==> config.mk <==
export PLATFORM = sky130hd
export DESIGN_NAME = mem_lsu
export DESIGN_NICKNAME = d
export VERILOG_FILES = /design/src/rtl/mem_lsu_pkg.sv /design/src/rtl/lsu_data_align.sv /design/src/rtl/mem_lsu.sv
export SDC_FILE = /design/constraint.sdc
export NUM_CORES = 1
export LEC_CHECK = 0
export ABC_AREA = 1
export CAP_MARGIN = 20
export CORE_ASPECT_RATIO = 1.25
export CORE_MARGIN = 5
export CORE_UTILIZATION = 45
export DETAILED_ROUTE_END_ITERATION = 10
export PLACE_DENSITY_LB_ADDON = 0.2
export SYNTH_ARGS = -nofsm -noshare
export SYNTH_HDL_FRONTEND = slang
export SYNTH_SLANG_ARGS = --single-unit
==> constraint.sdc <==
create_clock -name clk -period 5.9 [get_ports clk]
set_input_delay 1.18 -clock clk [delete_from_list [all_inputs] [get_ports clk]]
set_output_delay 1.18 -clock clk [all_outputs]
set_load 0.005 [all_outputs]
==> src/rtl/mem_lsu_pkg.sv <==
// Shared definitions for the MEM-stage load/store unit: funct3 codes, FSM states,
// fault cause codes and the access-legality check applied when an op is captured.
package mem_lsu_pkg;

    localparam logic [2:0] F3_B  = 3'b000;
    localparam logic [2:0] F3_H  = 3'b001;
    localparam logic [2:0] F3_W  = 3'b010;
    localparam logic [2:0] F3_D  = 3'b011;
    localparam logic [2:0] F3_BU = 3'b100;
    localparam logic [2:0] F3_HU = 3'b101;
    localparam logic [2:0] F3_WU = 3'b110;

    localparam logic [3:0] CAUSE_LOAD_MISALIGNED  = 4'd4;
    localparam logic [3:0] CAUSE_STORE_MISALIGNED = 4'd6;

    typedef enum logic [2:0] {
        S_IDLE,
        S_REQ,
        S_WAIT,
        S_DONE,
        S_FAULT
    } state_e;

    // True when the width is legal for this XLEN and the address is naturally aligned.
    function automatic logic access_ok(input logic [2:0] funct3, input logic is_load,
                                       input logic [2:0] lo, input logic xlen64);
        logic ok;
        case (funct3[1:0])
            2'b00:   ok = 1'b1;
            2'b01:   ok = ~lo[0];
            2'b10:   ok = (lo[1:0] == 2'b00);
            default: ok = (lo == 3'b000) && xlen64;
        endcase
        if (funct3[2]) begin
            if (!is_load || funct3[1:0] == 2'b11) ok = 1'b0;
            else if (funct3[1:0] == 2'b10 && !xlen64) ok = 1'b0;
        end
        return ok;
    endfunction

endpackage

==> src/rtl/lsu_data_align.sv <==
// Byte-lane steering for stores (strobes + replicated data) and extraction with
// sign/zero extension for loads. Purely combinational.
module lsu_data_align
    import mem_lsu_pkg::*;
#(
    parameter int XLEN = 64
)(
    input  logic [2:0]              funct3,
    input  logic [$clog2(XLEN/8)-1:0] off,
    input  logic [XLEN-1:0]         st_data,
    input  logic [XLEN-1:0]         ld_word,
    output logic [XLEN/8-1:0]       st_strb,
    output logic [XLEN-1:0]         st_lane,
    output logic [XLEN-1:0]         ld_data
);
    localparam int STRB_W = XLEN / 8;

    logic [XLEN-1:0] shifted;

    function automatic logic [XLEN-1:0] ext8(input logic [7:0] v, input logic sgn);
        return sgn ? XLEN'($signed(v)) : XLEN'(v);
    endfunction

    function automatic logic [XLEN-1:0] ext16(input logic [15:0] v, input logic sgn);
        return sgn ? XLEN'($signed(v)) : XLEN'(v);
    endfunction

    function automatic logic [XLEN-1:0] ext32(input logic [31:0] v, input logic sgn);
        return sgn ? XLEN'($signed(v)) : XLEN'(v);
    endfunction

    // Store data is replicated across every lane, so the strobe alone selects the target bytes.
    always_comb begin
        st_strb = '1;
        st_lane = st_data;
        case (funct3[1:0])
            2'b00: begin
                st_strb = STRB_W'(1) << off;
                st_lane = {STRB_W{st_data[7:0]}};
            end
            2'b01: begin
                st_strb = STRB_W'(3) << off;
                st_lane = {(STRB_W/2){st_data[15:0]}};
            end
            2'b10: begin
                st_strb = STRB_W'(4'hF) << off;
                st_lane = {(STRB_W/4){st_data[31:0]}};
            end
            default: begin
                st_strb = '1;
                st_lane = st_data;
            end
        endcase
    end

    assign shifted = ld_word >> {off, 3'b000};

    always_comb begin
        case (funct3)
            F3_B:    ld_data = ext8(shifted[7:0], 1'b1);
            F3_BU:   ld_data = ext8(shifted[7:0], 1'b0);
            F3_H:    ld_data = ext16(shifted[15:0], 1'b1);
            F3_HU:   ld_data = ext16(shifted[15:0], 1'b0);
            F3_W:    ld_data = ext32(shifted[31:0], 1'b1);
            F3_WU:   ld_data = ext32(shifted[31:0], 1'b0);
            default: ld_data = shifted;
        endcase
    end

endmodule

==> src/rtl/mem_lsu.sv <==
// Sequential MEM-stage load/store unit: one op at a time, valid/ready D-cache request,
// formatted single-beat writeback, misalignment faults and interrupt flush.
module mem_lsu
    import mem_lsu_pkg::*;
#(
    parameter int XLEN         = 64,
    parameter int ADDR_W       = 32,
    parameter int CACHE_ADDR_W = 12,
    parameter int RD_W         = 5,
    parameter int STRB_W       = XLEN / 8,
    parameter int OFF_W        = $clog2(XLEN / 8)
)(
    input  logic                    clk,
    input  logic                    rst_n,
    input  logic                    req_valid_i,
    output logic                    req_ready_o,
    input  logic                    req_load_i,
    input  logic                    req_store_i,
    input  logic [2:0]              req_funct3_i,
    input  logic [ADDR_W-1:0]       req_addr_i,
    input  logic [XLEN-1:0]         req_wdata_i,
    input  logic [RD_W-1:0]         req_rd_i,
    input  logic                    int_assert_i,
    output logic                    hold_o,
    output logic                    dc_req_valid_o,
    input  logic                    dc_req_ready_i,
    output logic                    dc_req_rw_o,
    output logic [CACHE_ADDR_W-1:0] dc_req_addr_o,
    output logic [XLEN-1:0]         dc_req_wdata_o,
    output logic [STRB_W-1:0]       dc_req_strb_o,
    input  logic                    dc_rsp_valid_i,
    input  logic [XLEN-1:0]         dc_rsp_rdata_i,
    output logic                    wb_valid_o,
    output logic [RD_W-1:0]         wb_rd_o,
    output logic [XLEN-1:0]         wb_data_o,
    output logic                    fault_o,
    output logic [ADDR_W-1:0]       fault_addr_o
);
    state_e state, state_n;

    logic              load_p0, store_p0, flush_p0;
    logic [2:0]        funct3_p0;
    logic [ADDR_W-1:0] addr_p0;
    logic [XLEN-1:0]   wdata_p0;
    logic [RD_W-1:0]   rd_p0;
    logic [XLEN-1:0]   rdata_p1;
    logic              accept, legal;
    logic [STRB_W-1:0] strb_lane;
    logic [XLEN-1:0]   wdata_lane, load_fmt;

    assign accept = req_valid_i & req_ready_o & (req_load_i | req_store_i) & ~int_assert_i;
    assign legal  = access_ok(req_funct3_i, req_load_i, req_addr_i[2:0], XLEN == 64);

    always_ff @(posedge clk or negedge rst_n) begin
        if (!rst_n) state <= S_IDLE;
        else        state <= state_n;
    end

    always_comb begin
        state_n = state;
        case (state)
            S_IDLE:  if (accept) state_n = legal ? S_REQ : S_FAULT;
            S_REQ: begin
                if (int_assert_i)        state_n = S_IDLE;
                else if (dc_req_ready_i) state_n = S_WAIT;
            end
            S_WAIT:  if (dc_rsp_valid_i) state_n = S_DONE;
            S_DONE:  state_n = S_IDLE;
            S_FAULT: state_n = S_IDLE;
            default: state_n = S_IDLE;
        endcase
    end

    // p0: op captured on accept; p1: response word captured in WAIT
    always_ff @(posedge clk or negedge rst_n) begin
        if (!rst_n) begin
            load_p0   <= 1'b0;
            store_p0  <= 1'b0;
            flush_p0  <= 1'b0;
            funct3_p0 <= '0;
            addr_p0   <= '0;
            wdata_p0  <= '0;
            rd_p0     <= '0;
            rdata_p1  <= '0;
        end else begin
            if (accept) begin
                load_p0   <= req_load_i;
                store_p0  <= ~req_load_i;
                flush_p0  <= 1'b0;
                funct3_p0 <= req_funct3_i;
                addr_p0   <= req_addr_i;
                wdata_p0  <= req_wdata_i;
                rd_p0     <= req_rd_i;
            end
            // A flush seen while waiting lets the access finish but kills its writeback.
            if (state == S_WAIT && int_assert_i)   flush_p0 <= 1'b1;
            if (state == S_WAIT && dc_rsp_valid_i) rdata_p1 <= dc_rsp_rdata_i;
        end
    end

    lsu_data_align #(.XLEN(XLEN)) u_align (
        .funct3  (funct3_p0),
        .off     (addr_p0[OFF_W-1:0]),
        .st_data (wdata_p0),
        .ld_word (rdata_p1),
        .st_strb (strb_lane),
        .st_lane (wdata_lane),
        .ld_data (load_fmt)
    );

    assign req_ready_o    = (state == S_IDLE);
    assign hold_o         = (state == S_REQ) | (state == S_WAIT) | (state == S_FAULT) | accept;
    assign dc_req_valid_o = (state == S_REQ) & ~int_assert_i;
    assign dc_req_rw_o    = store_p0;
    assign dc_req_addr_o  = addr_p0[CACHE_ADDR_W+OFF_W-1:OFF_W];
    assign dc_req_wdata_o = wdata_lane;
    assign dc_req_strb_o  = store_p0 ? strb_lane : '0;
    assign wb_valid_o     = (state == S_DONE) & load_p0 & ~flush_p0 & ~int_assert_i;
    assign wb_rd_o        = rd_p0;
    assign wb_data_o      = load_fmt;
    assign fault_o        = (state == S_FAULT);
    assign fault_addr_o   = addr_p0;

endmodule
==> results <==
- The proportion of synthesized chip area in sequential cells is 0.427.
- The run finished with clean final reports.
- The longest clock path from root to sink contains 2 buffers.
- By startpoint and endpoint, the worst setup path is classified as reg -> out.
- The leakage component of the power is 6.84 nW.
- The most prevalent standard cell on the critical path is nand2_2.
- The internal power of the cells totals 5.03 mW.
- The height of the die is 178 um.
- The transition time at the pin with the least slew margin is 1050 ps.
- STA classifies the critical path endpoint as an output pin.
- Setup total negative slack on the finished layout was measured at 0 ps.
- The clock tree skew after final layout is 11.3 ps.
- The number of setup buffers added after CTS is 0.
- The root buffer cell is clkbuf_16.
- In the finished design, the share of the clock period the worst path needs comes to 0.831.
- Once the clock tree was built, the resizer swapped 0 gates to a different size.
- The total clock sinks is 174.
- Entering global routing, the biggest net connects 88 pins.
- STA puts the critical path data required time at 4720 ps.
- Of the total power, the share spent switching nets is 0.424.
- VDD sags by at most 0.355 mV.
- After clock tree synthesis, the clock-pin slew on the worst setup and hold paths is 80 ps.
- The number of synthesized register bits is 174.
- The wire length of the first global-routing pass is 57600 um.
- Of the post-synthesis cell area, the dominant cell type holds 0.427.
- The count of standard-cell rows is 61.
- Summed over all nets, the half-perimeter wirelength after detailed placement is 28200 um.
- Traced cell by cell, the critical path runs through nor2_4 -> nand3_1 -> nand2_1 -> inv_1 -> nand2_2 -> nand2_2 -> nand4_1 -> clkdlybuf4s50_1.
- The worst register-to-register path begins at state[0]$_DFFE_PN0P_.
- The via count of the first global-routing pass is 10.4k.
- The number of standard cells in the layout, taps in and fillers out is 1975.
- At the end of routability-driven placement, the weighted congestion stood at 0.994.
- The antenna violation net count after detailed routing is 0.
- Of the total power, the clock network draws 0.129.
- After synthesis, the mean cell area works out to 7.31 sq um.
- After synthesis the cells add up to 10200 sq um.
- The count of pins over their slew limit is 0.
- The count of endpoints failing hold in the final timing report came to 0.
- The net count after synthesis is 1577.
- Setup repair after global routing left no endpoint under its margin.
- The H-tree was split into 4 levels.
- The worst setup path is launched from a register.
- Dividing total power by cell area gives a power density of 618 nW/um^2.
- Yosys printed 0 warnings.
- Hold repair after CTS inserted 0 buffers.
- The synthesized design spends more area on one cell type than any other, namely dfrtp_1.
- TritonCTS built the clock tree.
- The critical path starts at fault_addr_o[2]$_DFFE_PN0P_.
- Setup violations remaining at the end of the flow were counted as 0.
- The path category of the worst min-delay check is reg -> reg.
- The number of vias after detailed routing is 10.5k.
- Timing would allow up to 0.204 GHz.
- The share of total power dissipated in combinational logic is 0.618.
- After detailed placement, the design holds a cell count of 1941.
- In the routed layout, each cell is associated on average with a via count of 5.31.
- Measured against its own limit, the worst slew margin works out to 0.297.
- Dividing the detail-routed wire length by the instance count gives 19.1 um.
- The synthesized netlist contains 34 unique library cells.
- The share of total power dissipated in sequential elements is 0.253.
- The worst-case register-to-register setup slack is 3060 ps.
- The wire length after detailed routing is 37700 um.
- The delay of the slowest cell on the worst path is 770 ps.
- In the routed design, unresolved DRC markers number 0.
- For this configuration, the core starts out at a cell density of 0.457.
- For this design the total switching power over the nets is 3.71 mW.
- Sorting the synthesized cells by area gives the leading types as dfrtp_1, nand2_1, mux2_2.
- Along the worst path, the maximum fanout reaches 56.
- The area added between synthesis and finish is 38.9%.
- The overflow left after global routing is 0.
- The DRC marker count from the first detailed-route iteration is 761.
- The slowest stage cell on the critical path is dfrtp_1.
- Data on the critical path arrives at its endpoint at 3720 ps.
- The overall track demand over capacity in global routing is 0.291.
- The worst min-delay path startpoint is wdata_p0[54]$_DFFE_PN0P_.
- The total die area is 25800 sq um.
- The clock period minus final worst setup slack is 4900 ps.
- Across the run, the number of max-cap violations was 0.
- The total number of nets in the final design is 1859.
- Leaving out fill and tap cells, the most frequent cell in the layout is nand2_1.
- TritonCTS created 17 clock buffers.
- Port buffering added 366 buffers.
- The initial antenna violation count came to 3.
- In this run the count of I/O pins placed on the die edge is 367.
- After technology mapping, the gate count stands at 1395.
- The number of iterations in the first detailed-routing pass is 5.
- The clock latency on the worst-skew pair is 440 ps.
- The floorplan step set the die width to 145 um.
- In this run the standard cell core region covers 22300 sq um.
- In the layout the commonest cells are nand2_1, clkdlybuf4s50_1, dfrtp_1.
- The fraction of layout instances using a drive strength above 1 is 0.0669.
-- critical path: cells and delay by family, from the launching register on --
| kind | cells | cell delay, ps |
|---|---|---|
| AND/OR/NAND/NOR | 6 | 1900 |
| buffers and inverters | 2 | 590 |
| flip-flops | 1 | 770 |
-- Yosys cell counts, drive strengths merged --
master    n
nor3      4
buf      91
nand4    33
and2      2
or2       6
ha        6
a21oi    39
nand2   664
o221ai    6
nand3    79
mux2     42
o211ai   19
o21ai    89
clkbuf   20
nor3b     1
dfrtp   174
clkinv    4
inv      59
nor2     54
o21a      2
a31oi     1
-- per-stage QoR --
stage / util / area [sq um] / setup WS (ps) / total power, mW / hold WS [ps]
6_report: 0.635 / 14200 / 999 / 8.74 / 483
5_1_grt: 0.635 / 14200 / 715 / 9.38 / 512
4_1_cts: 0.635 / 14100 / 1010 / 8.78 / 485
3_5_place_dp: 0.609 / 13600 / 1490 / 7.62 / 465
3_3_place_gp: 0.609 / 13600 / 1590 / 7.55 / 461
2_1_floorplan: - / 10200 / 2770 / 4.71 / 446
-- state kept, by name, indices dropped and copies added (netlist names) --
name          count
load_p0           1
dc_req_rw_o       1
fault_addr_o     32
rdata_p1         64
flush_p0          1
funct3_p0         3
wdata_p0         64
wb_rd_o           5
state             3
-- kinds of logic (layout without fill, tap and decap cells) --
logic type | Yosys count | count (layout) | synth area share
and+or+nand+nor | 843 | 843 | 0.341
DFF | 174 | 174 | 0.427
buffers and inverters | 174 | 469 | 0.0938
AOI/OAI and AO/OA | 156 | 156 | 0.0841
muxes | 42 | 42 | 0.0464
adders and majority gates | 6 | 6 | 0.00737
other | 0 | 2 | 0
-- power by group through the flow --
stage          sequential [mW]  combinational [mW]  clock (mW)
6_report                  2.21                5.40        1.12
5_1_grt                   2.28                5.92        1.19
3_3_place_gp              2.20                5.35           0
2_1_floorplan             2.04                2.67           0
3_5_place_dp              2.21                5.40           0
4_1_cts                   2.20                5.43        1.14
-- final timing paths --
check,cells past startpoint,endpoint
max,8,wb_data_o[34]
min reg2reg,2,wdata_p0[54]$_DFFE_PN0P_
min,2,wdata_p0[54]$_DFFE_PN0P_
max reg2reg,7,wdata_p0[14]$_DFFE_PN0P_
max in group asynchronous,2,wdata_p0[37]$_DFFE_PN0P_
min in group asynchronous,1,rdata_p1[62]$_DFFE_PN0P_
-- layout make-up --
type,count,area (sq um)
Inverter,63,238
Clock buffer,18,439
Antenna cell,2,5.00
Fill cell,2036,8140
Sequential cell,174,4360
Clock inverter,14,141
Multi-Input combinational cell,1047,4890
Timing Repair Buffer,374,3730
Tap cell,283,354
-- routing by layer --
layer,vias up,track usage,share of wire
li1,5011,-,-
met1,4919,0.335,0.36
met2,479,0.503,0.51
met3,67,0.0952,0.10
met4,2,0.101,0.029
met5,-,0,0.00053
No activity file was read; power rests on OpenSTA's default activity.
